==> src/rtl/uart_tx_mmio.sv <==
// Memory-mapped 8N1 UART transmitter: stores queue bytes in a small FIFO, a serial FSM
// shifts them out LSB first; loads return TXDATA/STATUS/DIV combinationally.
module uart_tx_mmio #(
    parameter int unsigned FIFO_DEPTH  = 4,
    parameter logic [15:0] DEFAULT_DIV = 16'd434
) (
    input  logic        clk,
    input  logic        reset,
    input  logic        Mem_Write_i,
    input  logic        Mem_Read_i,
    input  logic [31:0] Address_i,
    input  logic [31:0] Write_Data_i,
    output logic [31:0] Read_Data_o,
    output logic        uart_tx_o,
    output logic        irq_o
);
    localparam int unsigned PtrW = $clog2(FIFO_DEPTH);
    localparam int unsigned CntW = PtrW + 1;

    typedef enum logic [1:0] {StIdle, StStart, StData, StStop} state_e;

    logic [7:0]      fifo_q [FIFO_DEPTH];
    logic [PtrW-1:0] wr_ptr_q, rd_ptr_q;
    logic [CntW-1:0] count_q;
    logic            ovf_q;
    logic [15:0]     div_q;

    state_e          state_q;
    logic [7:0]      shift_q;
    logic [2:0]      bit_idx_q;
    logic [15:0]     baud_q;
    logic [15:0]     div_lat_q;
    logic            tx_q;

    logic full, empty, wr_tx, wr_status, wr_div, bit_end, pop, push;
    logic unused;

    assign full      = (count_q == CntW'(FIFO_DEPTH));
    assign empty     = (count_q == '0);
    assign wr_tx     = Mem_Write_i && (Address_i[3:2] == 2'd0);
    assign wr_status = Mem_Write_i && (Address_i[3:2] == 2'd1);
    assign wr_div    = Mem_Write_i && (Address_i[3:2] == 2'd2);
    assign bit_end   = (baud_q == div_lat_q - 16'd1);
    // The FSM consumes a byte either from IDLE or at the last STOP cycle (back-to-back).
    assign pop       = !empty && ((state_q == StIdle) || ((state_q == StStop) && bit_end));
    assign push      = wr_tx && (!full || pop);
    assign unused    = ^{Address_i[31:4], Address_i[1:0], Write_Data_i[31:16]};

    always_ff @(posedge clk) begin
        if (push) begin
            fifo_q[wr_ptr_q] <= Write_Data_i[7:0];
        end
    end

    always_ff @(posedge clk or negedge reset) begin
        if (!reset) begin
            wr_ptr_q <= '0;
            rd_ptr_q <= '0;
            count_q  <= '0;
            ovf_q    <= 1'b0;
            div_q    <= DEFAULT_DIV;
        end else begin
            if (push) begin
                wr_ptr_q <= wr_ptr_q + PtrW'(1);
            end
            if (pop) begin
                rd_ptr_q <= rd_ptr_q + PtrW'(1);
            end
            if (push && !pop) begin
                count_q <= count_q + CntW'(1);
            end else if (pop && !push) begin
                count_q <= count_q - CntW'(1);
            end
            if (wr_tx && full && !pop) begin
                ovf_q <= 1'b1;
            end else if (wr_status && Write_Data_i[3]) begin
                ovf_q <= 1'b0;
            end
            if (wr_div) begin
                div_q <= Write_Data_i[15:0];
            end
        end
    end

    always_ff @(posedge clk or negedge reset) begin
        if (!reset) begin
            state_q   <= StIdle;
            shift_q   <= '0;
            bit_idx_q <= '0;
            baud_q    <= '0;
            div_lat_q <= 16'd1;
            tx_q      <= 1'b1;
        end else begin
            unique case (state_q)
                StIdle: begin
                    tx_q <= 1'b1;
                    if (pop) begin
                        shift_q   <= fifo_q[rd_ptr_q];
                        div_lat_q <= (div_q == 16'd0) ? 16'd1 : div_q;
                        baud_q    <= '0;
                        tx_q      <= 1'b0;
                        state_q   <= StStart;
                    end
                end
                StStart: begin
                    if (bit_end) begin
                        baud_q    <= '0;
                        bit_idx_q <= '0;
                        tx_q      <= shift_q[0];
                        state_q   <= StData;
                    end else begin
                        baud_q <= baud_q + 16'd1;
                    end
                end
                StData: begin
                    if (bit_end) begin
                        baud_q <= '0;
                        if (bit_idx_q == 3'd7) begin
                            tx_q    <= 1'b1;
                            state_q <= StStop;
                        end else begin
                            shift_q   <= shift_q >> 1;
                            tx_q      <= shift_q[1];
                            bit_idx_q <= bit_idx_q + 3'd1;
                        end
                    end else begin
                        baud_q <= baud_q + 16'd1;
                    end
                end
                StStop: begin
                    if (bit_end) begin
                        baud_q <= '0;
                        if (pop) begin
                            shift_q   <= fifo_q[rd_ptr_q];
                            div_lat_q <= (div_q == 16'd0) ? 16'd1 : div_q;
                            tx_q      <= 1'b0;
                            state_q   <= StStart;
                        end else begin
                            state_q <= StIdle;
                        end
                    end else begin
                        baud_q <= baud_q + 16'd1;
                    end
                end
                default: state_q <= StIdle;
            endcase
        end
    end

    always_comb begin
        Read_Data_o = 32'h0;
        if (Mem_Read_i) begin
            case (Address_i[3:2])
                2'd1:    Read_Data_o = {28'h0, ovf_q, empty, full, state_q != StIdle};
                2'd2:    Read_Data_o = {16'h0, div_q};
                default: Read_Data_o = 32'h0;
            endcase
        end
    end

    assign uart_tx_o = tx_q;
    assign irq_o     = empty && (state_q == StIdle);

endmodule

==> config.mk <==
export PLATFORM = sky130hd
export DESIGN_NAME = uart_tx_mmio
export DESIGN_NICKNAME = d
export VERILOG_FILES = /design/src/rtl/uart_tx_mmio.sv
export SDC_FILE = /design/constraint.sdc
export NUM_CORES = 1
export LEC_CHECK = 0
export BUFFER_PORTS_ARGS = -buffer_cell sky130_fd_sc_hd__buf_2
export CAP_MARGIN = 20
export CORE_ASPECT_RATIO = 1.25
export CORE_MARGIN = 2
export CORE_UTILIZATION = 35
export CTS_BUF_LIST = sky130_fd_sc_hd__clkbuf_8 sky130_fd_sc_hd__clkbuf_16
export DETAILED_ROUTE_END_ITERATION = 8
export GPL_TIMING_DRIVEN = 0
export MAX_ROUTING_LAYER = met4
export SLEW_MARGIN = 15
export SYNTH_ARGS = -nofsm -noshare
export SYNTH_HDL_FRONTEND = slang
export SYNTH_SLANG_ARGS = --single-unit
export TNS_END_PERCENT = 10
==> constraint.sdc <==
create_clock -name clk -period 5.4 [get_ports clk]
set_clock_uncertainty 0.05 [all_clocks]
set_input_delay 0.54 -clock clk [delete_from_list [all_inputs] [get_ports clk]]
set_output_delay 0.54 -clock clk [all_outputs]
set_load 0.1 [all_outputs]
==> metrics.yaml, run 1 <==
status:
  status: "completed"
final_layout:
  final_cell_area_um2: 6360
  nets: 636
  nFillCells: 1482
  area_growth_pct: 15.3
  instances_no_fill: 767
  antenna_cells: 0
  final_cell_mix: "63 x dfrtp_1, 48 x nand2_1, 39 x buf_2"
  drive_gt1_share_pct: 26.1
  regArea_um2: 2720
  mostFrequentLayoutCell: "dfrtp_1"
  multi_input_area_um2: 2580
drt:
  antenna_left: 0
  routed_via_density: 5.04
  dr_total_vias: 3865
  wl_um: 11800
  drcViolationCount: 0
  drtIter0Drc: 169
  routedWlPerCell_um: 15.4
  firstDrtPassIters: 4
critical_path:
  cpPeakStageDelay_ps: 820
  crit_type: "register to register"
  worstPathMaxFanout: 9
  r2r-end: "count_q[1]"
  cp.arrival_ps: 4520
  r2r_start: "div_lat_q[1]"
  required_ps: 5580
  crit_chain: "inv_1 > ha_1 > nor4b_1 > o311ai_0 > a31o_2 > nand2_1 > and4b_1 > buf_4 > and3_4 > o311a_2 > ha_1 > inv_1 > fa_1 > mux2_2"
  reg2reg_slack_ps: 1060
  r2r_cells: 14
  crit_path_end_kind: "register"
  startpoint_type: "register"
  slowest_stage: "nor4b_1"
pwr:
  clkPwrFrac_pct: 20.6
  powerDensity_nw_per_um2: 503
  leakage_nw: 2.71
  p_sw_mw: 1.27
  switching_share_pct: 39.7
  peakVddDrop_uv: 285
  seq_power_share_pct: 37.4
  combPwrFrac_pct: 42.1
  internal_power_mw: 1.93
synth:
  ys.flop_type: "dfrtp_1"
  ys_seq_area_share_pct: 49.4
  avgSynthCellArea_um2: 11.4
  async_flop_share_pct: 68.6
  synth_top_cell_by_area: "dfrtp_1"
  synth_edf_count: 32
  synth.yosys.warnings: 0
  syn_area_um2: 5510
  yosysUniqueCellTypes: 64
  synth_top_area_share_pct: 28.6
  synthTopCellsByArea: "dfrtp_1 29%, edfxtp_1 17%, mux2_2 7.4%"
  syn_inst: 484
  ys_seq_elements: 102
clocking:
  clk_pin_slew_ps: 80
  htreeDepth: 3
  postCtsHoldBufs: 0
  post_cts.repair.setup_buffers: 0
  cts_inserted_buffers: 9
  clock-sinks: 102
  cts_tree: "built"
  ctsLongestPathBuffers: 2
  root_buffer: "clkbuf_16"
  cts_resized: 0
  clk_latency_ps: 350
place:
  port-buffer-count: 39
  place_congestion: 0.849
  post-place-ws_ps: 1050
  dpl_cell_area_um2: 6060
  dp_cells: 751
  dp_hpwl_um: 8840
job:
  maxCapViolations: 0
sta:
  finalHoldViolations: 0
  setup_viol_count_final: 0
  setup_tns_ps: 0
  rsz0062_at_grt: "false"
  finalCritPeriodShare_pct: 80.3
  setup_slack_ps: 1060
  fmax_mhz: 231
  maxSlewHeadroom_pct: 33.4
  layout_min_cycle_time_ps: 4340
  finalMaxSlewViolations: 0
  tightest_slew_ps: 985
floorplanning:
  rows: 51
  start_util_pct: 35.6
  io_pins: 102
  die_w_um: 116
  die_y_um: 144
  fp.coreArea_um2: 15500
  die_area_um2: 16800
global_route:
  grt_pass1_wl_um: 19300
  grt_pass1_vias: 3846
  gr-total-overflow: 0
  grt_max_degree: 42
  antenna_found_initial: 0
  grt_usage_pct: 15.1
min_path:
  hp-class: "input pin to async pin"
## power groups by stage
stage	registers, mW	clock network [mW]	logic, mW
6_report	1.19	0.658	1.35
5_1_grt	1.22	0.704	1.48
4_1_cts	1.19	0.673	1.35
3_5_place_dp	1.21	0	1.35
3_3_place_gp	1.20	0	1.31
2_1_floorplan	1.17	0	1.07
## cells by family (layout without fill, tap and decap cells)
logic type / Yosys count / in the layout / share of synthesized area (%)
buf+inv: 53 / 109 / 4.92
simple gates: 149 / 149 / 13.6
fa+ha+maj: 18 / 18 / 4.22
mux: 56 / 56 / 13.5
flops: 102 / 102 / 49.4
xor+xnor: 29 / 29 / 4.61
compound gates: 76 / 76 / 9.65
other cells: 1 / 16 / 0.0680
## flip-flops by register name (all words and copies together), names as in the netlist
name and cells:
fifo_q 32, uart_tx_o 1, rd_ptr_q 2, count_q 3, ovf_q 1, wr_ptr_q 2
div_lat_q 16, shift_q 8, state_q 2, baud_q 16, div_q 16, bit_idx_q 3
## Yosys cell counts, drive strengths merged, types with 2 or more instances
library cell   n
nand3b         3
nand2         48
clkbuf        17
ha            17
inv           16
dfstp          7
nor2          28
nor3           8
mux2i          4
a2111oi        2
o21ai         22
a2bb2oi        2
a21o           2
and2           4
or2            2
nor4b          2
dfrtp         63
o31ai          2
a22o           4
mux4           8
mux2          44
edfxtp        32
buf           20
nor4           9
nand3         11
xnor2         18
nand2b         4
a211oi        12
xor2          11
or3            4
and3          21
a22oi          4
a31oi          2
a21oi          9
## metrics by stage
stage / util, % / hold slack (ps) / total power, mW
final: 41.0 / 64.6 / 3.20
after global routing: 41.0 / 90.6 / 3.41
after CTS: 41.0 / 79.7 / 3.22
after detailed placement: 39.1 / 420 / 2.56
after global placement: 38.9 / 420 / 2.50
after floorplan: - / 194 / 2.24
## worst max path at each step
stage	start	end	slack (ps)
CTS	div_lat_q[1]	count_q[1]	1050
detailed placement	div_lat_q[0]	count_q[1]	1050
floorplan	div_lat_q[5]	count_q[2]	1650
global placement	div_lat_q[0]	count_q[2]	850
finish	div_lat_q[1]	count_q[1]	1060
global route	div_lat_q[1]	count_q[2]	620
## worst max-delay path: cells and delay by family, from the launching register on
kind	cells	cell delay (ps)
and+or+nand+nor	4	1290
AOI/OAI and AO/OA	3	1000
adders and majority gates	3	900
DFF	1	420
buffers and inverters	3	310
muxes	1	270
## layer usage
metal	up-vias	share of wire (%)	routed length, um	global-route usage [%]
met5	-	0	0	-
met2	90	52	6160	26.5
met1	1909	44	5150	18.6
met4	0	1.3	149	4.64
li1	1856	-	-	-
met3	10	2.7	323	1.13
## final cells by class
cell class,instances,share of cell area (%)
Clock inverter,7,1.20
Multi-Input combinational cell,344,40.6
Inverter,16,0.945
Sequential cell,102,42.8
Clock buffer,9,3.54
Timing Repair Buffer,40,3.42
Tap cell,212,4.17
Buffer,37,3.33
No activity file was read; power rests on OpenSTA's default activity.
==> inputs of run 2 (changes only) <==
==> constraint.sdc (replaced) <==
create_clock -name clk -period 4.1 [get_ports clk]
set_clock_uncertainty 0.05 [all_clocks]
set_input_delay 0.41 -clock clk [delete_from_list [all_inputs] [get_ports clk]]
set_output_delay 0.41 -clock clk [all_outputs]
set_load 0.1 [all_outputs]
==> run 2 against run 1 <==
Non-clock buffer count is 4 higher. Design area is 1.5% higher. Worst setup slack worse by 830 ps. Sequential power is 33% higher. Clock power is 32% higher. Wire length is 1.2% higher. Clock-buffer cell count stayed put. Register-to-register slack worse by 830 ps. Total power is 34% higher. Highest routed layer unchanged.
==> metrics.yaml, run 2 (synthesized netlist as in run 1, its figures left out) <==
final_layout:
  largest_reg_flops: 32  # unchanged
  final_cell_area_um2: 6450  # was 6360 um^2
  finish.utilization_pct: 41.6  # was 41.0%
  nets: 640  # was 636
  final_cell_mix: "61 x dfrtp_1, 48 x nand2_1, 39 x buf_2"  # was 63 x dfrtp_1, 48 x nand2_1, 39 x buf_2
  drive_gt1_share_pct: 27.7  # was 26.1%
  area_growth_pct: 17.0  # was 15.3%
  antenna_cells: 0  # unchanged
  top_register: "fifo_q"  # unchanged
  mostFrequentLayoutCell: "dfrtp_1"  # unchanged
critical_path:
  r2r-end: "count_q[1]"  # unchanged
  r2r_cells: 12  # was 14
  cp.arrival_ps: 4050  # was 4520 ps
  crit_top_cell: "nor4_1"
  required_ps: 4280  # was 5580 ps
  r2r_start: "div_lat_q[6]"  # was div_lat_q[1]
  crit_type: "register to register"  # unchanged
  cpPeakStageDelay_ps: 560  # was 820 ps
  worstPathMaxFanout: 9  # unchanged
  crit_path_end_kind: "register"  # unchanged
  reg2reg_slack_ps: 230  # was 1060 ps
  startpoint_type: "register"  # unchanged
  slowest_stage: "or4_4"  # was nor4b_1
  crit_chain: "or4_4 > or3_4 > nor4_1 > nor4_1 > and4b_1 > buf_6 > and3_4 > o311a_4 > ha_2 > inv_1 > fa_1 > mux2_2"  # was inv_1 > ha_1 > nor4b_1 > o311ai_0 > a31o_2 > nand2_1 > and4b_1 > buf_4 > and3_4 > o311a_2 > ha_1 > inv_1 > fa_1 > mux2_2
pwr:
  combPwrFrac_pct: 42.8  # was 42.1%
  switching_share_pct: 39.9  # was 39.7%
  internal_power_mw: 2.57  # was 1.93 mW
  powerDensity_nw_per_um2: 662  # was 503 nW/um^2
  clkPwrFrac_pct: 20.2  # was 20.6%
  leakage_nw: 2.74  # was 2.71 nW
  peakVddDrop_uv: 377  # was 285 uV
  p_sw_mw: 1.70  # was 1.27 mW
  seq_power_share_pct: 36.9  # was 37.4%
clocking:
  htreeDepth: 3  # unchanged
  clk_latency_ps: 350  # about the same
  root_buffer: "clkbuf_16"  # unchanged
  clock-sinks: 102  # unchanged
  ctsLongestPathBuffers: 2  # unchanged
  clk_pin_slew_ps: 80  # about the same
  cts_tree: "built"  # unchanged
  cts_inserted_buffers: 9  # unchanged
floorplanning:
  io_pins: 102  # unchanged
  fp.coreArea_um2: 15500  # unchanged
  die_w_um: 116  # unchanged
  rows: 51  # unchanged
  start_util_pct: 35.6  # unchanged
  die_y_um: 144  # unchanged
  die_area_um2: 16800  # unchanged
global_route:
  grt_usage_pct: 15.2  # was 15.1%
  antenna_found_initial: 0  # unchanged
  grt_pass1_wl_um: 19400  # was 19300 um
  gr-total-overflow: 0  # unchanged
  grt_max_degree: 42  # unchanged
  grt_pass1_vias: 3866  # was 3846
min_path:
  hp-class: "input pin to register"  # was input pin to async pin
  min_from: "Write_Data_i[15]"
  hold_depth: 2
  min_to: "div_q[15]"
sta:
  maxSlewHeadroom_pct: 47.4  # was 33.4%
  hold_ws_ps: 242  # was 64.6 ps
  finalCritPeriodShare_pct: 94.4  # was 80.3%
  setup_viol_count_final: 0  # unchanged
  finalHoldViolations: 0  # unchanged
  layout_min_cycle_time_ps: 3870  # was 4340 ps
  tightest_slew_ps: 784  # was 985 ps
  finalMaxSlewViolations: 0  # unchanged
  setup_slack_ps: 229  # was 1060 ps
  fmax_mhz: 258  # was 231 MHz
  rsz0062_at_grt: "false"  # unchanged
drt:
  dr_total_vias: 3871  # was 3865
  drcViolationCount: 0  # unchanged
  antenna_left: 0  # unchanged
  drtIter0Drc: 210  # was 169
  firstDrtPassIters: 4  # unchanged
  wl_um: 11900  # was 11800 um
  routedWlPerCell_um: 15.5  # was 15.4 um
  routed_via_density: 5.02  # was 5.04
job:
  maxCapViolations: 0  # unchanged
place:
  post-place-ws_ps: -246  # was 1050 ps
  port-buffer-count: 39  # unchanged
  dpl_cell_area_um2: 6060  # unchanged
  dp_hpwl_um: 8840  # unchanged
  place_congestion: 0.849  # unchanged
status:
  status: "completed"  # unchanged
run 2: cell types whose count changed in the layout (fill, tap and decap cells not counted), moves of 2 or more:
cell | previous run | this run
buf_4 | 18 | 20
dfrtp_1 | 63 | 61
ha_1 | 17 | 15
ha_2 | 0 | 2
dfrtp_2 | 0 | 2
run 2: worst max path at each step:
stage	endpoint	cells after the start	startpoint	slack (ps)
floorplan	count_q[2]	14	div_lat_q[5]	350
finish	count_q[1]	12	div_lat_q[6]	230
global route	count_q[2]	14	div_lat_q[6]	2
CTS	count_q[2]	14	div_lat_q[5]	40
global placement	count_q[2]	13	div_lat_q[0]	-450
detailed placement	count_q[1]	14	div_lat_q[0]	-250
run 2: area by class of cell:
| cell class | instances | area, um^2 |
|---|---|---|
| well taps | 212 | 265 |
| clock buffers | 9 | 225 |
| inverters | 16 | 60.1 |
| multi-input cells | 344 | 2640 |
| repair buffers | 44 | 250 |
| flip-flops and latches | 102 | 2720 |
| fillers | 1472 | 9050 |
| clock inverters | 7 | 76.3 |
| plain buffers | 37 | 215 |
run 2: through the flow:
stage / instances / setup TNS [ps] / power [mW]
global route: 771 / 0 / 4.56
global placement: 750 / -5020 / 3.29
floorplan: 499 / 0 / 2.95
finish: 771 / 0 / 4.27
detailed placement: 751 / -464 / 3.37
CTS: 768 / 0 / 4.26
run 2: metal layers:
metal  up-vias  wire, um  GRT usage (%)
li1       1862         -              -
met1      1927      5160           18.5
met2        77      6370           26.8
met3         5       275           1.13
met4         0       116           4.64
met5         -         0              -
run 2: power groups by stage:
stage | registers (mW) | clock network, mW | logic (mW)
after global routing | 1.62 | 0.926 | 2.01
final | 1.58 | 0.866 | 1.83
after detailed placement | 1.59 | 0 | 1.77
after global placement | 1.57 | 0 | 1.72
after CTS | 1.58 | 0.886 | 1.79
after floorplan | 1.55 | 0 | 1.41
run 2: critical path, delay by kind of cell (launching register included):
family                     cells  cell delay, ps
DFF                            1             440
AOI/OAI and AO/OA              1             360
adders and majority gates      2             600
muxes                          1             280
buffers and inverters          2             200
and+or+nand+nor                6            1820
run 2: repair_timing:
action / 4_1_cts / 5_1_grt
endpoints found under the setup margin: 2 / 2
pin swaps: 0 / 4
setup buffers: 0 / 3
gates cloned: 0 / 0
gates resized for setup: 4 / 8
hold endpoints to repair: 28 / 0
hold buffers: 1 / 0
==> inputs of run 3 (changes only) <==
==> constraint.sdc (replaced) <==
create_clock -name clk -period 3.2 [get_ports clk]
set_clock_uncertainty 0.05 [all_clocks]
set_input_delay 0.32 -clock clk [delete_from_list [all_inputs] [get_ports clk]]
set_output_delay 0.32 -clock clk [all_outputs]
set_load 0.1 [all_outputs]
==> run 3 against run 2 <==
The run now ends with setup timing left. Design area rose by 5.5%. Sequential power rose by 30%. Utilization rose by 2.3 points. Total power rose by 38%. Maximum frequency rose by 8.5%. Via count rose by 4.1%. First-iteration DRC count rose by 1.9%. Global-route usage rose by 0.19 points. Hold slack got worse by 96 ps. Die area did not move. Non-clock buffer count rose by 17. Highest routed layer unchanged.
==> metrics.yaml, run 3 (synthesized netlist as in run 1, its figures left out) <==
critical_path:
  crit_path_end_kind: "register"  # unchanged
  cp.arrival_ps: 3750  # was 4050 ps
  critPathTopFamily: "simple AND/OR/NAND/NOR gates"  # unchanged
  crit_type: "register to register"  # unchanged
  cpPeakStageDelay_ps: 550  # was 560 ps
  startpoint_type: "register"  # unchanged
  required_ps: 3380  # was 4280 ps
  worstPathMaxFanout: 7  # was 9
  slowest_stage: "or4_4"  # unchanged
  crit_chain: "or4_4 > or3_4 > buf_6 > a21oi_2 > o32a_1 > o31ai_4 > buf_12 > and3_4 > o311a_4 > ha_4 > inv_2 > fa_2 > mux2_4"  # was or4_4 > or3_4 > nor4_1 > nor4_1 > and4b_1 > buf_6 > and3_4 > o311a_4 > ha_2 > inv_1 > fa_1 > mux2_2
  crit_buf_inv: 3  # was 2
pwr:
  leakage_nw: 2.93  # was 2.74 nW
  peakVddDrop_uv: 501  # was 377 uV
  powerDensity_nw_per_um2: 864  # was 662 nW/um^2
final_layout:
  finish.utilization_pct: 43.9  # was 41.6%
  final_cell_mix: "62 x dfrtp_1, 48 x nand2_1, 39 x buf_2"  # was 61 x dfrtp_1, 48 x nand2_1, 39 x buf_2
  largest_reg_flops: 32  # unchanged
  mostFrequentLayoutCell: "dfrtp_1"  # unchanged
  drive_gt1_share_pct: 33.9  # was 27.7%
  top_register: "fifo_q"  # unchanged
  nFillCells: 1441  # was 1472
  nets: 657  # was 640
  antenna_cells: 0  # unchanged
  area_growth_pct: 23.5  # was 17.0%
clocking:
  ctsLongestPathBuffers: 2  # unchanged
  clk_latency_ps: 350  # about the same
  clock-sinks: 102  # unchanged
  cts_tree: "built"  # unchanged
  cts_inserted_buffers: 9  # unchanged
  clk_pin_slew_ps: 80  # about the same
  htreeDepth: 3  # unchanged
  root_buffer: "clkbuf_16"  # unchanged
status:
  violations: "setup timing"
  status: "complete, but fails checks"  # was completed
floorplanning:
  die_w_um: 116  # unchanged
  die_y_um: 144  # unchanged
  start_util_pct: 35.6  # unchanged
  die_area_um2: 16800  # unchanged
  io_pins: 102  # unchanged
  rows: 51  # unchanged
  fp.coreArea_um2: 15500  # unchanged
sta:
  setup_tns_ps: -4080  # was 0 ps
  finalCritPeriodShare_pct: 111  # was 94.4%
  finalMaxSlewViolations: 0  # unchanged
  setup_viol_count_final: 58  # was 0
  setup_slack_ps: -366  # was 229 ps
  fmax_mhz: 280  # was 258 MHz
  rsz0062_at_grt: "true"  # was false
  maxSlewHeadroom_pct: 47.1  # was 47.4%
  tightest_slew_ps: 794  # was 784 ps
  finalHoldViolations: 0  # unchanged
  layout_min_cycle_time_ps: 3570  # was 3870 ps
drt:
  antenna_left: 0  # unchanged
  firstDrtPassIters: 4  # unchanged
  wl_um: 12300  # was 11900 um
  routedWlPerCell_um: 15.7  # was 15.5 um
  drcViolationCount: 0  # unchanged
  dr_total_vias: 4030  # was 3871
  drtIter0Drc: 214  # was 210
  routed_via_density: 5.11  # was 5.02
global_route:
  gr-total-overflow: 0  # unchanged
  grt_usage_pct: 15.4  # was 15.2%
  antenna_found_initial: 0  # unchanged
  grt_max_degree: 42  # unchanged
  grt_pass1_wl_um: 19700  # was 19400 um
  grt_pass1_vias: 3817  # was 3866
min_path:
  hp-class: "input pin to register"  # unchanged
place:
  dp_hpwl_um: 8750  # was 8840 um
  place_congestion: 0.822  # was 0.849
  port-buffer-count: 39  # unchanged
job:
  maxCapViolations: 0  # unchanged
==> run 3: cell count changes in the layout (fill, tap and decap cells not counted), sizes merged <==
cell | before | now
buf | 63 | 82
clkinvlp | 0 | 1
clkinv | 2 | 3
inv | 21 | 19
clkbuf | 26 | 24
==> run 3: cell type report <==
cell class | count | area, um^2 | share of cell area [%]
sequential | 102 | 2720 | 40.0
tap | 212 | 265 | 3.90
inverter | 16 | 60.1 | 0.882
clock inverter | 7 | 85.1 | 1.25
buffer | 36 | 228 | 3.35
multi-input combinational | 344 | 2810 | 41.2
timing repair buffer | 62 | 415 | 6.10
clock buffer | 9 | 225 | 3.31
==> run 3: through the flow <==
step	area, um^2	setup slack, ps	total power, mW	cells	hold slack [ps]
after floorplan	5620	-404	3.81	499	-25.6
after global placement	6080	-902	4.25	750	416
after detailed placement	6100	-995	4.33	751	232
after CTS	6590	-489	5.60	778	137
after global routing	6810	-501	6.25	788	134
final	6810	-366	5.88	788	146
==> run 3: per-layer routing <==
metal	up-vias	GRT usage, %	wire length [um]
li1	1909	-	-
met1	1994	19.1	5460
met2	110	26.1	6340
met3	17	1.17	337
met4	0	6.08	207
met5	-	-	0
==> run 3: what timing repair did <==
action / 4_1_cts / 5_1_grt
resized for setup: 26 / 32
pin swaps: 17 / 12
endpoints found under the setup margin: 86 / 80
endpoints found under the hold margin: 28 / 0
setup buffers: 10 / 12
hold buffers: 1 / 0
==> run 3: path summary, 6_finish.rpt <==
path	slack (ps)	from	depth (start not counted)	to
worst max register to register	-370	div_lat_q[6]	13	count_q[1]
worst min register to register	460	ovf_q	2	ovf_q
worst min-delay path	150	Write_Data_i[12]	2	div_q[12]
worst max-delay path	-370	div_lat_q[6]	13	count_q[1]
max in group asynchronous	2090	reset	3	div_lat_q[0]
min in group asynchronous	390	reset	2	baud_q[14]
==> run 3: power by group <==
group	internal (mW)	switching (mW)
combinational	1.28	1.43
sequential	1.69	0.362
clock	0.559	0.555
